==> config.mk <==
export PLATFORM = sky130hd
export DESIGN_NAME = pwm_capture
export DESIGN_NICKNAME = d
export VERILOG_FILES = /design/src/rtl/pwm_capture_pkg.sv /design/src/rtl/pwm_duty_div.sv /design/src/rtl/pwm_capture.sv
export SDC_FILE = /design/constraint.sdc
export NUM_CORES = 1
export LEC_CHECK = 0
export CAP_MARGIN = 20
export CORE_ASPECT_RATIO = 0.9
export CORE_MARGIN = 3
export CORE_UTILIZATION = 30
export DETAILED_ROUTE_END_ITERATION = 8
export GPL_ROUTABILITY_DRIVEN = 0
export SKIP_LAST_GASP = 1
export SLEW_MARGIN = 25
export SYNTH_ARGS = -nofsm -noshare
export SYNTH_HDL_FRONTEND = slang
export SYNTH_SLANG_ARGS = --single-unit
==> constraint.sdc <==
create_clock -name clk -period 2.5 [get_ports clk]
set_input_delay 0.25 -clock clk [delete_from_list [all_inputs] [get_ports clk]]
set_output_delay 0.25 -clock clk [all_outputs]
set_load 0.01 [all_outputs]
==> src/rtl/pwm_capture_pkg.sv <==
// rtl/pwm_capture_pkg.sv - shared state type and default widths for the PWM capture block
package pwm_capture_pkg;

  typedef enum logic [1:0] {
    IDLE,
    HIGH,
    LOW
  } cap_state_e;

  localparam int CNT_W_DEF  = 24;
  localparam int DUTY_W_DEF = 7;

  localparam logic [CNT_W_DEF-1:0] TIMEOUT = '1;

endpackage

==> src/rtl/pwm_duty_div.sv <==
// rtl/pwm_duty_div.sv - restoring divider producing floor(high*2^DUTY_W/period), one bit per cycle
// Relies on high < period, so the partial remainder always fits in CNT_W bits.
module pwm_duty_div
  import pwm_capture_pkg::*;
#(
  parameter int CNT_W  = CNT_W_DEF,
  parameter int DUTY_W = DUTY_W_DEF
) (
  input  logic              clk,
  input  logic              reset,
  input  logic              start,
  input  logic [CNT_W-1:0]  high,
  input  logic [CNT_W-1:0]  period,
  output logic              busy,
  output logic              done,
  output logic [DUTY_W-1:0] quotient
);

  localparam int IT_W = $clog2(DUTY_W);
  localparam logic [IT_W-1:0] LAST_IT = IT_W'(DUTY_W - 1);

  logic              busy_q, busy_d;
  logic [IT_W-1:0]   it_q, it_d;
  logic [CNT_W-1:0]  rem_q, rem_d;
  logic [CNT_W-1:0]  dvs_q, dvs_d;
  logic [DUTY_W-2:0] quo_q, quo_d;
  logic [CNT_W:0]    trial;
  logic              take;

  always_comb begin
    trial  = {rem_q, 1'b0};
    take   = (trial >= {1'b0, dvs_q});
    busy_d = busy_q;
    it_d   = it_q;
    rem_d  = rem_q;
    dvs_d  = dvs_q;
    quo_d  = quo_q;
    if (busy_q) begin
      rem_d = take ? CNT_W'(trial - {1'b0, dvs_q}) : trial[CNT_W-1:0];
      quo_d = {quo_q[DUTY_W-3:0], take};
      it_d  = it_q + 1'b1;
      if (it_q == LAST_IT) begin
        busy_d = 1'b0;
      end
    end else if (start) begin
      rem_d  = high;
      dvs_d  = period;
      quo_d  = '0;
      it_d   = '0;
      busy_d = 1'b1;
    end
  end

  always_ff @(posedge clk or negedge reset) begin
    if (!reset) begin
      busy_q <= 1'b0;
      it_q   <= '0;
      rem_q  <= '0;
      dvs_q  <= '0;
      quo_q  <= '0;
    end else begin
      busy_q <= busy_d;
      it_q   <= it_d;
      rem_q  <= rem_d;
      dvs_q  <= dvs_d;
      quo_q  <= quo_d;
    end
  end

  // The final quotient bit is resolved combinationally in the last iteration cycle.
  assign busy     = busy_q;
  assign done     = busy_q && (it_q == LAST_IT);
  assign quotient = {quo_q, take};

endmodule

==> src/rtl/pwm_capture.sv <==
// rtl/pwm_capture.sv - measures period, high time and duty of an asynchronous PWM input
// Edges are timed rise-to-rise; each completed period is handed to the duty divider if it is free.
module pwm_capture
  import pwm_capture_pkg::*;
#(
  parameter int CNT_W  = CNT_W_DEF,
  parameter int DUTY_W = DUTY_W_DEF
) (
  input  logic              clk,
  input  logic              reset,
  input  logic              pwm_in,
  output logic [CNT_W-1:0]  period_out,
  output logic [CNT_W-1:0]  high_out,
  output logic [DUTY_W-1:0] duty_out,
  output logic              valid,
  output logic              overrun,
  output logic              no_signal
);

  localparam logic [CNT_W-1:0] CNT_MAX = (CNT_W <= CNT_W_DEF) ? CNT_W'(TIMEOUT) : '1;
  localparam logic [CNT_W-1:0] CNT_ONE = CNT_W'(1);

  cap_state_e        state_q, state_d;
  logic [2:0]        s_q, s_d;
  logic [CNT_W-1:0]  per_cnt_q, per_cnt_d;
  logic [CNT_W-1:0]  hi_cnt_q, hi_cnt_d;
  logic [CNT_W-1:0]  hi_lat_q, hi_lat_d;
  logic [CNT_W-1:0]  cap_per_q, cap_per_d;
  logic [CNT_W-1:0]  cap_hi_q, cap_hi_d;
  logic              tmo_pend_q, tmo_pend_d;
  logic [CNT_W-1:0]  period_out_q, period_out_d;
  logic [CNT_W-1:0]  high_out_q, high_out_d;
  logic [DUTY_W-1:0] duty_out_q, duty_out_d;
  logic              valid_q, valid_d;
  logic              overrun_q, overrun_d;
  logic              no_signal_q, no_signal_d;

  logic              rise, fall;
  logic [CNT_W-1:0]  per_inc, hi_inc;
  logic              div_start, div_busy, div_done;
  logic [DUTY_W-1:0] div_quot;

  assign rise    = s_q[1] & ~s_q[2];
  assign fall    = ~s_q[1] & s_q[2];
  assign per_inc = (per_cnt_q == CNT_MAX) ? per_cnt_q : per_cnt_q + CNT_ONE;
  assign hi_inc  = (hi_cnt_q == CNT_MAX) ? hi_cnt_q : hi_cnt_q + CNT_ONE;

  pwm_duty_div #(
    .CNT_W (CNT_W),
    .DUTY_W(DUTY_W)
  ) u_div (
    .clk     (clk),
    .reset   (reset),
    .start   (div_start),
    .high    (hi_lat_q),
    .period  (per_cnt_q),
    .busy    (div_busy),
    .done    (div_done),
    .quotient(div_quot)
  );

  always_comb begin
    s_d          = {s_q[1:0], pwm_in};
    state_d      = state_q;
    per_cnt_d    = per_cnt_q;
    hi_cnt_d     = hi_cnt_q;
    hi_lat_d     = hi_lat_q;
    cap_per_d    = cap_per_q;
    cap_hi_d     = cap_hi_q;
    tmo_pend_d   = tmo_pend_q;
    div_start    = 1'b0;
    period_out_d = period_out_q;
    high_out_d   = high_out_q;
    duty_out_d   = duty_out_q;
    valid_d      = 1'b0;
    overrun_d    = 1'b0;
    no_signal_d  = no_signal_q;

    case (state_q)
      IDLE: begin
        if (rise) begin
          state_d   = HIGH;
          per_cnt_d = CNT_ONE;
          hi_cnt_d  = CNT_ONE;
        end
      end
      HIGH: begin
        if (per_cnt_q == CNT_MAX) begin
          state_d    = IDLE;
          tmo_pend_d = 1'b1;
        end else begin
          per_cnt_d = per_inc;
          hi_cnt_d  = hi_inc;
          if (fall) begin
            state_d  = LOW;
            hi_lat_d = hi_cnt_q;
          end
        end
      end
      LOW: begin
        if (per_cnt_q == CNT_MAX) begin
          state_d    = IDLE;
          tmo_pend_d = 1'b1;
        end else if (rise) begin
          // A dropped period still restarts timing so the next one is measured cleanly.
          if (!div_busy) begin
            div_start = 1'b1;
            cap_per_d = per_cnt_q;
            cap_hi_d  = hi_lat_q;
          end else begin
            overrun_d = 1'b1;
          end
          state_d   = HIGH;
          per_cnt_d = CNT_ONE;
          hi_cnt_d  = CNT_ONE;
        end else begin
          per_cnt_d = per_inc;
        end
      end
      default: state_d = IDLE;
    endcase

    if (div_done) begin
      period_out_d = cap_per_q;
      high_out_d   = cap_hi_q;
      duty_out_d   = div_quot;
      no_signal_d  = 1'b0;
      valid_d      = 1'b1;
    end else if (tmo_pend_q && !div_busy) begin
      period_out_d = '0;
      high_out_d   = '0;
      duty_out_d   = s_q[2] ? '1 : '0;
      no_signal_d  = 1'b1;
      valid_d      = 1'b1;
      tmo_pend_d   = 1'b0;
    end
  end

  always_ff @(posedge clk or negedge reset) begin
    if (!reset) begin
      state_q      <= IDLE;
      s_q          <= '0;
      per_cnt_q    <= '0;
      hi_cnt_q     <= '0;
      hi_lat_q     <= '0;
      cap_per_q    <= '0;
      cap_hi_q     <= '0;
      tmo_pend_q   <= 1'b0;
      period_out_q <= '0;
      high_out_q   <= '0;
      duty_out_q   <= '0;
      valid_q      <= 1'b0;
      overrun_q    <= 1'b0;
      no_signal_q  <= 1'b1;
    end else begin
      state_q      <= state_d;
      s_q          <= s_d;
      per_cnt_q    <= per_cnt_d;
      hi_cnt_q     <= hi_cnt_d;
      hi_lat_q     <= hi_lat_d;
      cap_per_q    <= cap_per_d;
      cap_hi_q     <= cap_hi_d;
      tmo_pend_q   <= tmo_pend_d;
      period_out_q <= period_out_d;
      high_out_q   <= high_out_d;
      duty_out_q   <= duty_out_d;
      valid_q      <= valid_d;
      overrun_q    <= overrun_d;
      no_signal_q  <= no_signal_d;
    end
  end

  assign period_out = period_out_q;
  assign high_out   = high_out_q;
  assign duty_out   = duty_out_q;
  assign valid      = valid_q;
  assign overrun    = overrun_q;
  assign no_signal  = no_signal_q;

endmodule

==> impl_metrics.toml, run 1 <==
[detailed_routing]
wl_per_cell_um = 16.12
post-route-drc-count = 0
num_vias = 9781
firstDrtPassIters = 5
routed_antenna_nets = 0
drt-vias-per-instance = 4.893
postRouteWirelength_um = 32230
dr.first_iter.drc_count = 751

[clock_network]
cts_tree = "done"
cts-htree-levels = 1
cts_made_buffers = 28
clk-insertion-delay-late_ps = 550
cts_root_buffer = "sky130_fd_sc_hd__clkbuf_16"
clock_tree.buffer_depth = 3
clkSlewWorstSetupHoldPaths_ps = 60
cts_num_sinks = 242

[yosys]
synth_fp_nets = 1291
largest_area_contributor_in_the_synthesized_netlist = "sky130_fd_sc_hd__dfrtp_1"
synth_enable_flop_cells = 0
synth-main-ff-cell = "sky130_fd_sc_hd__dfrtp_1"
leading_cell_types_by_count_after_synthesis = "sky130_fd_sc_hd__nand2_1, sky130_fd_sc_hd__dfrtp_1, sky130_fd_sc_hd__nand3_1"
ys_seq_elements = 242
post_synth_arst_share_pct = 100.0
synth.yosys.warnings = 0
ys_seq_area_share_pct = 51.18
syn_avg_cell_area_um2 = 9.429
synth.distinct_cells = 70
netlist.area_leader.share_pct = 50.96
post-synth-top-count-cell = "sky130_fd_sc_hd__nand2_1"
leading_post_synthesis_cells_by_cell_area = "sky130_fd_sc_hd__dfrtp_1, sky130_fd_sc_hd__nand2_1, sky130_fd_sc_hd__ha_1, sky130_fd_sc_hd__nand3_1, sky130_fd_sc_hd__o21ai_0"
number_of_instances_in_the_synthesized_netlist = 1255
post_synth_instance_area_um2 = 11830

[critical_path]
startpoint_type = "flip-flop"
path_max_fanout = 7
worst_path_arrival_ps = 3040
critPathKind = "flip-flop to flip-flop"
end_kind = "flip-flop"
timing.critical_path.required_ps = 2950

[power]
p_leak_nw = 7.436
max-vdd-ir-drop_v = 0.0006193
power_share_of_the_sequential_group_pct = 30.0
power_density_nw_per_um2 = 1016
power.switching_w = 0.005515
power_report.internal_total_w = 0.01062
power_frac_comb_pct = 43.7
switching_share_pct = 34.17
clockPowerShare_pct = 26.3

[timing]
tightest_slew_ps = 626.6
final_max_slew_viol_count = 0
period_minus_slack_ps = 2591
setup_violations = 73
fmax_mhz = 385.9
maximum_clock_skew_at_final_layout_ps = 22.20
final-hold-violation-count = 0
worst_slack_ps = -91.35
setup_repair_after_global_routing_missed_its_margin = "true"
setup-tns-final_ps = -3112
timing.max_slew.rel_slack_pct = 58.07
fin_crit_share_pct = 103.7

[finish]
final_cell_count_no_fill = 1999
layout-area-overhead-vs-synth_pct = 34.18
finalNetCount = 1490
diodes = 0
drive_gt1_share_pct = 23.00

[placed_design]
detailed_place_hpwl_um = 22200
port-buffer-count = 60
placedCellCount = 1918

[global_routing]
grt_max_degree = 66
globalRouteTotalUtil_pct = 14.97
first_global_vias = 9804
antenna_found_initial = 0
grt_first_pass_wirelength_um = 52070
globalRoute.totalOverflow = 0

[floorplan]
initial_core_util_pct = 30.64
std_cell_rows = 68
design.die.area_um2 = 41870
die_h_um = 194.4
io_pins = 61
die_extent_in_x_um = 215.4
core-area_um2 = 38630

[min_path]
worstHoldPathType = "input pin to flip-flop"

[flow_run]
max_cap_viol_count = 0

[outcome]
violations = "setup timing"
status = "finished, violations left"
[power by group through the flow]
stage	clock [W]	combinational [W]	sequential, W
detailed placement	0	0.00576	0.00488
finish	0.00425	0.00705	0.00484
floorplan	0	0.00355	0.00481
global route	0.00452	0.00766	0.00490
CTS	0.00434	0.00645	0.00483
global placement	0	0.00569	0.00486
[repair_timing]
item,in CTS,in global routing
pin swaps,33,49
setup buffers,13,12
cloned,4,2
gates resized for setup,51,63
setup endpoints to repair,70,92
endpoints found under the hold margin,59,0
hold buffers,1,0
[stage by stage]
stage          setup WS (ps)  hold slack, ps  power (W)  cell area (um2)  utilization [%]
3_3_place_gp          -124.5           241.3    0.01055            14090            36.48
2_1_floorplan          2.694          -45.59   0.008361            11900                -
6_report              -91.35           160.1    0.01614            15880            41.11
4_1_cts               -118.3           144.8    0.01562            15500            40.14
3_5_place_dp          -216.0           240.9    0.01064            14090            36.48
5_1_grt               -187.9           156.5    0.01708            15880            41.11
[metal layers]
| metal | vias up | share of wire [%] | track usage [%] |
|---|---|---|---|
| met5 | - | 0 | 0 |
| met4 | 0 | 1.8 | 3.133 |
| met3 | 44 | 4.0 | 2.032 |
| met2 | 183 | 47 | 24.33 |
| met1 | 4845 | 48 | 21.45 |
| li1 | 4709 | - | - |
[flip-flops by register name, summed over array words and instances, names as in the netlist, 2 cells and up]
register and count:
hi_cnt_q 24, state_q 2, period_out 24, per_cnt_q 24, duty_out 7, u_div.quo_q 6
high_out 24, u_div.rem_q 24, cap_per_q 24, s_q 3, u_div.dvs_q 24, cap_hi_q 24
u_div.it_q 3, hi_lat_q 24
[placed cells by master, fill, tap and decap left out, types with 26 or more instances in the layout]
master                            count
sky130_fd_sc_hd__dfrtp_1            239
sky130_fd_sc_hd__xor2_1              26
sky130_fd_sc_hd__nand2_1            310
sky130_fd_sc_hd__o21ai_0             59
sky130_fd_sc_hd__a21oi_1             55
sky130_fd_sc_hd__inv_1               38
sky130_fd_sc_hd__nor2_1              51
sky130_fd_sc_hd__nand3_1             68
sky130_fd_sc_hd__clkbuf_16           30
sky130_fd_sc_hd__buf_4              139
sky130_fd_sc_hd__clkdlybuf4s50_1     59
sky130_fd_sc_hd__mux2i_1             28
[worst max-delay path, cell delays in order (launching register included)]
cell,delay [ps]
sky130_fd_sc_hd__dfrtp_1,380
sky130_fd_sc_hd__inv_2,80
sky130_fd_sc_hd__ha_4,210
sky130_fd_sc_hd__a21o_1,170
sky130_fd_sc_hd__a32o_2,280
sky130_fd_sc_hd__or2_4,270
sky130_fd_sc_hd__a311oi_4,250
sky130_fd_sc_hd__a21oi_2,120
sky130_fd_sc_hd__a21bo_4,260
sky130_fd_sc_hd__buf_12,160
sky130_fd_sc_hd__mux2i_4,180
sky130_fd_sc_hd__mux2i_1,140
[cells by family after synthesis]
family,count (synthesis),share of synthesized area [%]
xor+xnor,38,2.812
compound gates,229,12.05
buf+inv,107,3.944
fa+ha+maj,33,3.553
flops,242,51.18
mux,55,5.551
simple gates,551,20.90
[cell type report]
class                      count  area, um2
multi-input combinational    906       5813
clock buffer                  42      824.5
clock inverter                 8      140.1
sequential                   242       6060
timing repair buffer         234       2227
inverter                      42      157.7
tap                          525      656.9
fill                        3777      22750
[final timing paths]
check                                            from                          end  slack (ps)  cells after the start
setup / recovery           u_div.dvs_q[4]$_DFFE_PN0P_  u_div.rem_q[12]$_DFFE_PN0P_         -90                     11
hold / removal                                 pwm_in             s_q[0]$_DFF_PN0_         160                      1
setup reg to reg           u_div.dvs_q[4]$_DFFE_PN0P_  u_div.rem_q[12]$_DFFE_PN0P_         -90                     11
hold reg to reg                      s_q[0]$_DFF_PN0_             s_q[1]$_DFF_PN0_         370                      0
max in group asynchronous                       reset   period_out[17]$_DFFE_PN0P_        1450                      3
min in group asynchronous                       reset    u_div.it_q[2]$_DFFE_PN0P_         260                      2
(Power assumes the default switching activity.)
==> run 2: changes to the inputs <==
CELL_PAD_IN_SITES_DETAIL_PLACEMENT = 1   (was not set)
CELL_PAD_IN_SITES_GLOBAL_PLACEMENT = 1   (was not set)
PLACE_DENSITY_LB_ADDON = 0.1   (was not set)
SLEW_MARGIN = 20   (was 25)
==> impl_metrics.toml, run 2 (synthesized netlist as in run 1, its figures left out) <==
[detailed_routing]
wire_length_on_met1_um = 19370
drt-vias-per-instance = 4.874
postRouteWirelength_um = 38080
firstDrtPassIters = 4
topRoutingLayerUsed = "met4"
met3WireLength_um = 1129
dr.first_iter.drc_count = 478
met2RoutedLength_um = 16800
post-route-drc-count = 0
num_vias = 9958
wl_per_cell_um = 18.64
routed_antenna_nets = 0

[floorplan]
die_extent_in_x_um = 215.4
core-area_um2 = 38630
io_pins = 61
design.die.area_um2 = 41870
std_cell_rows = 68
initial_core_util_pct = 30.64
die_h_um = 194.4

[clock_network]
cts_tree = "done"
cts_root_buffer = "sky130_fd_sc_hd__clkbuf_16"
clkSlewWorstSetupHoldPaths_ps = 60
cts_made_buffers = 29
clk-insertion-delay-late_ps = 580
cts_num_sinks = 242
cts-htree-levels = 1
clock_tree.buffer_depth = 3

[timing]
period_minus_slack_ps = 2631
setup_violations = 81
setup-tns-final_ps = -4771
setup_repair_after_global_routing_missed_its_margin = "true"
tightest_slew_ps = 672.6
timing.max_slew.rel_slack_pct = 54.74
final-hold-violation-count = 0
maximum_clock_skew_at_final_layout_ps = 28.50
worst_slack_ps = -131.2
final_max_slew_viol_count = 0
fmax_mhz = 380.1
worst_hold_slack_ps = 117.9
fin_crit_share_pct = 105.2

[global_routing]
grt_first_pass_wirelength_um = 59660
grt_max_degree = 63
globalRoute.totalOverflow = 0
antenna_found_initial = 0
globalRouteTotalUtil_pct = 17.67
first_global_vias = 10297

[placed_design]
detailed_place_hpwl_um = 25900
port-buffer-count = 60

[critical_path]
worst_path_arrival_ps = 3070
critPathKind = "flip-flop to flip-flop"
timing.critical_path.required_ps = 2940
startpoint_type = "flip-flop"
path_max_fanout = 4
end_kind = "flip-flop"

[power]
power_density_nw_per_um2 = 1020
clockPowerShare_pct = 27.4
p_leak_nw = 7.742
power_share_of_the_sequential_group_pct = 28.8
max-vdd-ir-drop_v = 0.0005030
power_report.internal_total_w = 0.01088
power.switching_w = 0.005890
switching_share_pct = 35.13
power_frac_comb_pct = 43.8

[finish]
drive_gt1_share_pct = 26.81
final_common_cell = "sky130_fd_sc_hd__nand2_1"
finalNetCount = 1532
diodes = 0
fill_cells = 4357
layout-area-overhead-vs-synth_pct = 38.89
layout.cells.most_common_list = "sky130_fd_sc_hd__nand2_1, sky130_fd_sc_hd__dfrtp_1, sky130_fd_sc_hd__buf_4"

[outcome]
violations = "setup timing"
status = "finished, violations left"

[min_path]
worstHoldPathType = "input pin to flip-flop"

[flow_run]
max_cap_viol_count = 0
-- run 2: cell types whose count changed in the layout (fill, tap and decap cells not counted), sizes merged --
cell,delta
a21oi,+1
buf,+38
clkbuf,-1
clkinv,+2
clkinvlp,+1
inv,+1
nor2,+1
nor3b,+1
-- run 2: worst paths after layout --
path	from	endpoint	slack (ps)	cells after the start
setup / recovery	per_cnt_q[1]$_DFFE_PN0P_	per_cnt_q[18]$_DFFE_PN0P_	-130	11
hold / removal	pwm_in	s_q[0]$_DFF_PN0_	120	1
setup reg to reg	per_cnt_q[1]$_DFFE_PN0P_	per_cnt_q[18]$_DFFE_PN0P_	-130	11
hold reg to reg	s_q[0]$_DFF_PN0_	s_q[1]$_DFF_PN0_	380	0
max in group asynchronous	reset	hi_cnt_q[12]$_DFFE_PN0P_	1390	3
min in group asynchronous	reset	duty_out[6]$_DFFE_PN0P_	220	2
-- run 2: per-layer routing --
layer	vias up	global-route usage (%)
met5	-	0
met4	0	4.307
met3	43	2.173
met2	101	26.88
met1	5037	26.71
li1	4777	-
-- run 2: power by group through the flow --
stage	clock, W	sequential (W)	combinational [W]
after global placement	0	0.00484	0.00602
after CTS	0.00474	0.00480	0.00648
after detailed placement	0	0.00484	0.00611
after global routing	0.00490	0.00489	0.00805
after floorplan	0	0.00481	0.00355
final	0.00460	0.00482	0.00735
-- run 2: cell type report --
class	count	area, um2	share of cell area (%)
Clock buffer	41	860.8	5.238
Clock inverter	12	177.7	1.081
Inverter	42	157.7	0.9592
Multi-Input combinational cell	909	5963	36.28
Sequential cell	242	6060	36.87
Tap cell	525	656.9	3.997
Timing Repair Buffer	272	2560	15.58
-- run 2: timing repair --
item                                    CTS  global route
hold endpoints to repair                 57             0
gates resized for setup                  25           125
hold buffers                              1             0
endpoints found under the setup margin  152           112
pin swaps                                27            57
gates cloned                              4             4
buffers inserted                         15            22
-- run 2: through the flow --
stage | area (um2) | setup WS, ps | power (W) | cells | util [%]
detailed placement | 14340 | -290.1 | 0.01095 | 1949 | 37.13
global route | 16440 | -279.2 | 0.01783 | 2043 | 42.55
global placement | 14340 | -258.1 | 0.01086 | 1949 | 37.13
CTS | 15700 | -199.5 | 0.01602 | 2021 | 40.66
floorplan | 11900 | 2.694 | 0.008361 | 1255 | -
finish | 16440 | -131.2 | 0.01677 | 2043 | 42.55
-- run 2: worst max-delay path, stage by stage, from the launching register on --
cell and delay (ps):
sky130_fd_sc_hd__dfrtp_1 390, sky130_fd_sc_hd__ha_4 160, sky130_fd_sc_hd__nand4_4 70, sky130_fd_sc_hd__or3_4 370
sky130_fd_sc_hd__buf_6 130, sky130_fd_sc_hd__or4_4 500, sky130_fd_sc_hd__buf_6 160, sky130_fd_sc_hd__o21ai_4 220
sky130_fd_sc_hd__buf_6 160, sky130_fd_sc_hd__buf_12 110, sky130_fd_sc_hd__o31ai_4 50, sky130_fd_sc_hd__a22o_1 180
